==> config.mk <==
export PLATFORM = sky130hd
export DESIGN_NAME = program_loader
export DESIGN_NICKNAME = d
export VERILOG_FILES = /design/src/rtl/toy_cpu_pkg.sv /design/src/rtl/load_checksum.sv /design/src/rtl/program_loader.sv
export SDC_FILE = /design/constraint.sdc
export NUM_CORES = 1
export LEC_CHECK = 0
export CAP_MARGIN = 15
export CORE_MARGIN = 3
export CORE_UTILIZATION = 43
export CTS_BUF_LIST = sky130_fd_sc_hd__clkbuf_4 sky130_fd_sc_hd__clkbuf_8
export DETAILED_ROUTE_END_ITERATION = 8
export GPL_TIMING_DRIVEN = 0
export PLACE_DENSITY = 0.78
export SETUP_SLACK_MARGIN = 0.5
export SKIP_CTS_REPAIR_TIMING = 1
export SLEW_MARGIN = 0
export SYNTH_ARGS = -nofsm -noshare
export SYNTH_HDL_FRONTEND = slang
export SYNTH_HIERARCHICAL = 1
export SYNTH_SLANG_ARGS = --single-unit
export TNS_END_PERCENT = 30
==> constraint.sdc <==
create_clock -name clk -period 4.55 [get_ports clk]
set_clock_uncertainty 0.2 [all_clocks]
set_input_delay 0.6825 -clock clk [delete_from_list [all_inputs] [get_ports clk]]
set_output_delay 0.6825 -clock clk [all_outputs]
set_load 0.01 [all_outputs]
==> src/rtl/toy_cpu_pkg.sv <==
// toy_cpu_pkg: shared loader/CPU state encoding and code-memory geometry
package toy_cpu_pkg;
    localparam int CMEM_ADDR_W = 6;
    localparam int CMEM_DATA_W = 16;
    typedef enum logic [1:0] {IDLE = 2'b00, LOAD = 2'b01, RUN = 2'b10, HALT = 2'b11} state_t;
endpackage

==> src/rtl/load_checksum.sv <==
// load_checksum: 8-bit running sum of both bytes of each added word
module load_checksum
    import toy_cpu_pkg::*;
(
    input  logic                   clk,
    input  logic                   reset,
    input  logic                   clr,
    input  logic                   add,
    input  logic [CMEM_DATA_W-1:0] word,
    output logic [7:0]             sum
);
    // clear at load start, accumulate each accepted program word
    always_ff @(posedge clk)
        if (reset || clr) sum <= 8'h00;
        else if (add) sum <= sum + word[7:0] + word[15:8];
endmodule

==> src/rtl/program_loader.sv <==
// program_loader: switch-driven code-memory loader and CPU run/halt control; LOADER_CHECKSUM_EN adds a trailing checksum word
module program_loader
    import toy_cpu_pkg::*;
#(
    parameter int ADDR_W = CMEM_ADDR_W,
    parameter int DATA_W = CMEM_DATA_W
) (
    input  logic              clk,
    input  logic              reset,
    input  logic              load_req,
    input  logic [ADDR_W-1:0] load_len,
    input  logic              word_valid,
    input  logic [DATA_W-1:0] switches,
    input  logic              run_req,
    input  logic              halt_req,
    output logic              cmem_we,
    output logic [ADDR_W-1:0] cmem_addr,
    output logic [DATA_W-1:0] cmem_wdata,
    output logic              cpu_rst,
    output logic              cpu_en,
    output logic              loaded,
    output logic [1:0]        state,
    output logic              err
);
    state_t            st, ns;
    logic [ADDR_W-1:0] idx, len;
    logic              fin;
    logic              start, accept, load_done;

    assign state  = st;
    assign start  = (ns == LOAD) && (st != LOAD);
    assign accept = (st == LOAD) && !fin && word_valid;
`ifdef LOADER_CHECKSUM_EN
    logic [7:0] sum;
    // the word after the final program word is the checksum; it ends the load
    assign load_done = fin && word_valid;
    load_checksum u_cks (
        .clk  (clk),
        .reset(reset),
        .clr  (start),
        .add  (accept),
        .word (switches),
        .sum  (sum)
    );
`else
    // one settle cycle after the final word keeps its write inside LOAD
    assign load_done = fin;
    assign err = 1'b0;
`endif

    // next-state selection; load_req has priority over run_req
    always_comb begin
        ns = st;
        case (st)
            IDLE:    ns = load_req ? LOAD : (run_req && loaded) ? RUN : IDLE;
            LOAD:    ns = load_done ? IDLE : LOAD;
            RUN:     ns = halt_req ? HALT : RUN;
            default: ns = load_req ? LOAD : run_req ? RUN : HALT;
        endcase
    end

    // state, word index and all registered outputs
    always_ff @(posedge clk) begin
        if (reset) begin
            st         <= IDLE;
            idx        <= '0;
            len        <= '0;
            fin        <= 1'b0;
            cmem_we    <= 1'b0;
            cmem_addr  <= '0;
            cmem_wdata <= '0;
            cpu_rst    <= 1'b1;
            cpu_en     <= 1'b0;
            loaded     <= 1'b0;
`ifdef LOADER_CHECKSUM_EN
            err        <= 1'b0;
`endif
        end else begin
            st      <= ns;
            cpu_rst <= (ns == IDLE) || (ns == LOAD);
            cpu_en  <= ns == RUN;
            cmem_we <= accept;
            if (start) begin
                len    <= load_len;
                idx    <= '0;
                fin    <= 1'b0;
                loaded <= 1'b0;
`ifdef LOADER_CHECKSUM_EN
                err    <= 1'b0;
`endif
            end
            if (accept) begin
                cmem_addr  <= idx;
                cmem_wdata <= switches;
                idx        <= idx + 1'b1;
                fin        <= idx == len;
            end
`ifdef LOADER_CHECKSUM_EN
            if (st == LOAD && load_done) begin
                loaded <= switches[7:0] == sum;
                err    <= switches[7:0] != sum;
            end
`else
            if (st == LOAD && load_done) loaded <= 1'b1;
`endif
        end
    end
endmodule

---- Word level (Yosys, flattened, before mapping) ----
Cells that the tools add are included.
operators by class
  multiply operators ...................... 0
  eq/ne operators ......................... 6
  div/mod/pow operators ................... 0
  multiplexer cells ....................... 12
  shift-type cells ........................ 0
  add/subtract/negate cells ............... 1
  reductions and logical operators ........ 11
  $lt $le $gt $ge ......................... 0
  bitwise operators ....................... 0
operators by type and width
  operator                                                         count
  6-bit two-way mux                                                2
  6-bit by 1-bit adder with 6-bit output, second input constant    1
  6-bit == test                                                    1
  1-bit two-way mux                                                6
  2-bit two-way mux                                                3
  2-bit case mux with 3 select lines                               1
  1-bit logical AND                                                5
  2-bit by 1-bit == test with 1-bit output, second input constant  2
  2-bit == test, second input constant                             2
  2-bit logical NOT                                                2
  2-bit nonzero test                                               2
  2-bit by 1-bit != test with 1-bit output, second input constant  1
  1-bit logical NOT                                                1
  1-bit logical OR                                                 1
word-level totals
  latch bits .............................. 0
  register bits after elaboration ......... 41
  input bits .............................. 28
  word-level logic and storage cells ...... 40
  memory bits (read-only) ................. 0
  output and inout port bits .............. 29
  memories ................................ 0
  RAM bits ................................ 0

---- Logic depth before layout (Yosys ltp) ----
  depth in word-level cells ............... 8
  mapped depth ............................ 6
  depth with buffers taken out ............ 4

---- Worst setup path before layout ----
No wires, ideal clock.
  path type ............................... in2reg
  start point ............................. input load_req
  end point ............................... register cpu_en
  data arrival time ....................... 1.476 ns
  stages on the path ...................... 5
  data required time ...................... 4.255 ns
  slack ................................... 2.779 ns
  path buffers ............................ 2
  library setup time ...................... 0.095 ns
  cells stage by stage .................... clkbuf_1 inv_1 buf_2 o21ai_0 a221oi_1
on the way
  word-level cells in the longest chain between the ends .. 3
  elaborated cells on any way between the ends .. 4
  classes of those cells .................. 1 x eq/ne; 3 x mux
RTL lines
  what                                    RTL line                                    text
  start, declared                         program_loader.sv:10                        input logic load_req,
  2-bit two-way mux (on tied branches)    program_loader.sv:58, program_loader.sv:55
  2-bit case mux with 3 select lines (*)  program_loader.sv:54                        case (st)
  2-bit == test (*)                       program_loader.sv:81                        cpu_en <= ns == RUN;
  end signal, assigned                    program_loader.sv:73                        cpu_en <= 1'b0;
  end signal, assigned                    program_loader.sv:81
  end, declared                           program_loader.sv:20                        output logic cpu_en,
Every way passes the cells marked *; elsewhere a longest branch is shown, timed or not.
A chain may end at the register's enable or synchronous reset.

---- Worst setup path after layout ----
  start point ............................. input reset
  end point ............................... register cmem_wdata[6]
RTL lines
  what                  RTL line              text
  start, declared       program_loader.sv:9   input logic reset,
  end signal, assigned  program_loader.sv:94  cmem_wdata <= switches;
  end, declared         program_loader.sv:18  output logic [DATA_W-1:0] cmem_wdata,
No word-level cell between the ends.

==> metrics.md <==
| Metric | Value |
|---|---|
| Area growth, synth to finish | `41.2%` |
| RSZ-0062 raised after global routing | `no` |
| VDD IR max | `~0.00024 V` |
| Worst-path cell chain | `clkdlybuf4s50_1 > clkbuf_1 > clkbuf_1 > a21oi_1` |
| GRT Total Usage | `around 17%` |
| Post-synth top area share | `between 40% and 50%` |
| CP startpoint kind | `input port` |
| Initial antenna violation count | `0` |
| # clock sinks | `a little over 40` |
| Max incr delay on CP | `about 0.55 ns` |
| Syn_nets | `between 200 and 250` |
| Die area | `between 4000 and 5000 µm²` |
| Final hold violation count | `0` |
| Gate Count Post-Synth | `200` |
| Top cells by count, synth | `nand2_1, dfxtp_1, a21oi_1, o21ai_0, nand3_1` |
| Vias in the first global route | `around 1300` |
| HP Start | `cmem_wdata[9]` |
| WHS | `~0.25 ns` |
| Row count | `21` |
| Post-synthesis async set-or-reset flop share | `0%` |
| CP max stage cell | `clkdlybuf4s50_1` |
| P_sw | `approximately 0.17 mW` |
| Starting Density | `a little under half` |
| Worst Setup SP | `reset` |
| CTS Buf Count | `5` |
| Routed Antenna Nets | `0` |
| Setup TNS | `0 ns` |
| Post-synth EDFFs | `0` |
| Met1 WL | `between 1.5 and 2 mm` |
| Post-synthesis sequential area ratio | `between 40% and 50%` |
| Reg2reg start | `state[1]` |
| Comb power frac | `roughly 14%` |
| DR iter-0 viols | `86` |
| Crit path max fanout | `10` |
| PortBufs | `54` |
| Core area | `around 3500 µm²` |
| Status | `complete, no violations` |
| Most used cell along the critical path | `clkbuf_1` |
| Drt pass-1 iters | `4` |
| Critical setup path kind | `in -> reg` |
| Routed WL per cell | `12.2 µm` |
| Setup crit end kind | `register` |
| DRC Markers | `0` |
| DR WL met3 | `160 µm` |
| Measured slew at the worst slew-check pin | `0.619 ns` |
| Reg clk slew, reported paths | `approximately 0.07 ns` |
| Synth Warn # | `6` |
| Nets | `between 200 and 300` |
| Fillers | `roughly 320` |
| Pleak | `around 0.86 nW` |
| Seq pwr share | `between 50% and 60%` |
| Pin count of the biggest net entering global routing | `13` |
| Share of post-route cells with drive strength above 1 | `between 6 and 7%` |
| Vias | `1565` |
| Flop2flop setup slack | `roughly 2.7 ns` |
| PD cells | `roughly 300 nW/µm²` |
| Placer congestion estimate | `between 0.8 and 0.9` |
| CTS root buffer | `clkbuf_8` |
| Synthesis-stage register bit count | `41` |
| First-pass GRT wire length | `between 5 and 6 mm` |
| Ys flop type | `dfxtp_1` |
| Family with the most delay on the worst path | `buffers and inverters` |
| Routed WL | `3.76 mm` |
| Arrival @ worst endpoint | `about 2.1 ns` |
| Global route total overflow | `0` |
| Avg Vias per Cell | `between 5 and 6` |
| H-Tree Depth | `2` |
| Detail Placement HPWL | `~2.7 mm` |
| Hold crit path type | `reg -> reg` |
| Fmax | `about 470 MHz` |
| Num ports | `57` |
| ANT cells | `0` |
| Int Power | `0.537 mW` |
| Sw Ratio | `approximately a quarter` |
| Dpl cells | `300` |
| Die height | `between 60 and 70 µm` |
| Final Max Tran Viols | `0` |
| Highest routed layer | `met4` |
| WL met2 | `~1.8 mm` |
| Relative slew slack | `between 50% and 60%` |
| Clock power share | `32.5%` |
| Mapped Area | `1660 µm²` |
| Setup violators final | `0` |
| Number of cells in the finished layout apart from fillers | `308` |
| Tcrit/Tclk final | `a little under half` |
| Synth area leader | `dfxtp_1` |
| CTS tree | `yes` |
| Count of cell types in the netlist | `37` |
| Most frequent cell after synthesis | `nand2_1` |
| Mapped Avg Cell Area | `roughly 8.3 µm²` |
| Die width | `just under 70 µm` |
| Critical Path RT | `~4.5 ns` |
| Largest cells by area after synthesis | `dfxtp_1, nand2_1, a21oi_1, xor2_1, o21ai_0` |
| CTS Buffer Depth | `2` |
| Critical path buffers and inverters | `3` |
| Number of max-cap violations | `0` |
| Clk Latency, worst-skew pair | `approximately 0.29 ns` |
| Fin crit period | `2.15 ns` |
==> per-layer routing <==
metal  vias up  track usage, %
li1        807               -
met1       714            21.9
met2        38            25.9
met3         6            3.61
met4         0            7.44
met5         -               0
==> final timing paths <==
| path | to | cells past startpoint |
|---|---|---|
| max reg2reg | cmem_addr[1] | 6 |
| max | cmem_wdata[6] | 4 |
| min reg2reg | cmem_wdata[9] | 2 |
| min | cmem_wdata[9] | 2 |
==> per-stage QoR <==
step	area (µm²)	util [%]	total power [mW]	setup WS (ns)
after floorplan	1660	-	0.436	2.78
after global placement	2260	64.2	0.488	2.10
after detailed placement	2260	64.2	0.489	2.06
after CTS	2350	66.7	0.719	2.38
after global routing	2350	66.7	0.744	2.25
final	2350	66.7	0.712	2.40
==> cell type report <==
cell class	instances	area [µm²]	area share, %
buffer	17	85.1	3.62
clock buffer	6	76.3	3.25
clock inverter	2	10.0	0.426
inverter	2	7.51	0.320
multi-input combinational	140	749	31.9
sequential	41	821	35.0
tap	46	57.6	2.45
timing repair buffer	54	541	23.0
==> sequential cells by signal (all words and copies together), names as in the netlist <==
name	count
fin	1
len	6
cmem_addr	6
loaded	1
idx	6
state	2
cmem_wdata	16
cpu_rst	1
cmem_we	1
cpu_en	1
==> tightest hold or removal path, stage by stage, from the launching register on <==
cell and delay (ns):
dfxtp_1 0.31, nand2_1 0.05, a21oi_1 0.05
==> cell usage in the layout (no fill, tap or decap), types with 2 or more instances in the layout <==
cell,Yosys,layout
dfxtp_1,41,41
nor2_1,2,2
nand3_1,9,9
xor2_1,7,7
clkbuf_8,0,5
buf_2,5,5
a21oi_1,32,32
and3_1,2,2
a311oi_1,2,2
clkdlybuf4s50_1,0,54
clkbuf_1,7,7
buf_1,2,2
o211ai_1,3,3
nand2_1,50,50
o21ai_0,10,10
inv_1,2,2
clkinv_2,0,2
a41oi_1,2,2
buf_4,2,2
nor4_1,2,2
==> kinds of logic after synthesis <==
| logic type | count (synthesis) | share of synthesized area [%] |
|---|---|---|
| buf+inv | 19 | 5.57 |
| compound gates | 58 | 20.4 |
| other cells | 1 | 0.226 |
| simple gates | 72 | 19.5 |
| flops | 41 | 49.4 |
| xor+xnor | 8 | 4.21 |
| fa+ha+maj | 1 | 0.752 |
==> power by group through the flow <==
stage	clock [mW]	combinational [mW]	sequential, mW
floorplan	0	0.0444	0.392
finish	0.231	0.100	0.381
CTS	0.237	0.101	0.380
global placement	0	0.0992	0.389
global route	0.253	0.109	0.382
detailed placement	0	0.100	0.389
Power figures use the tool's default switching activity.
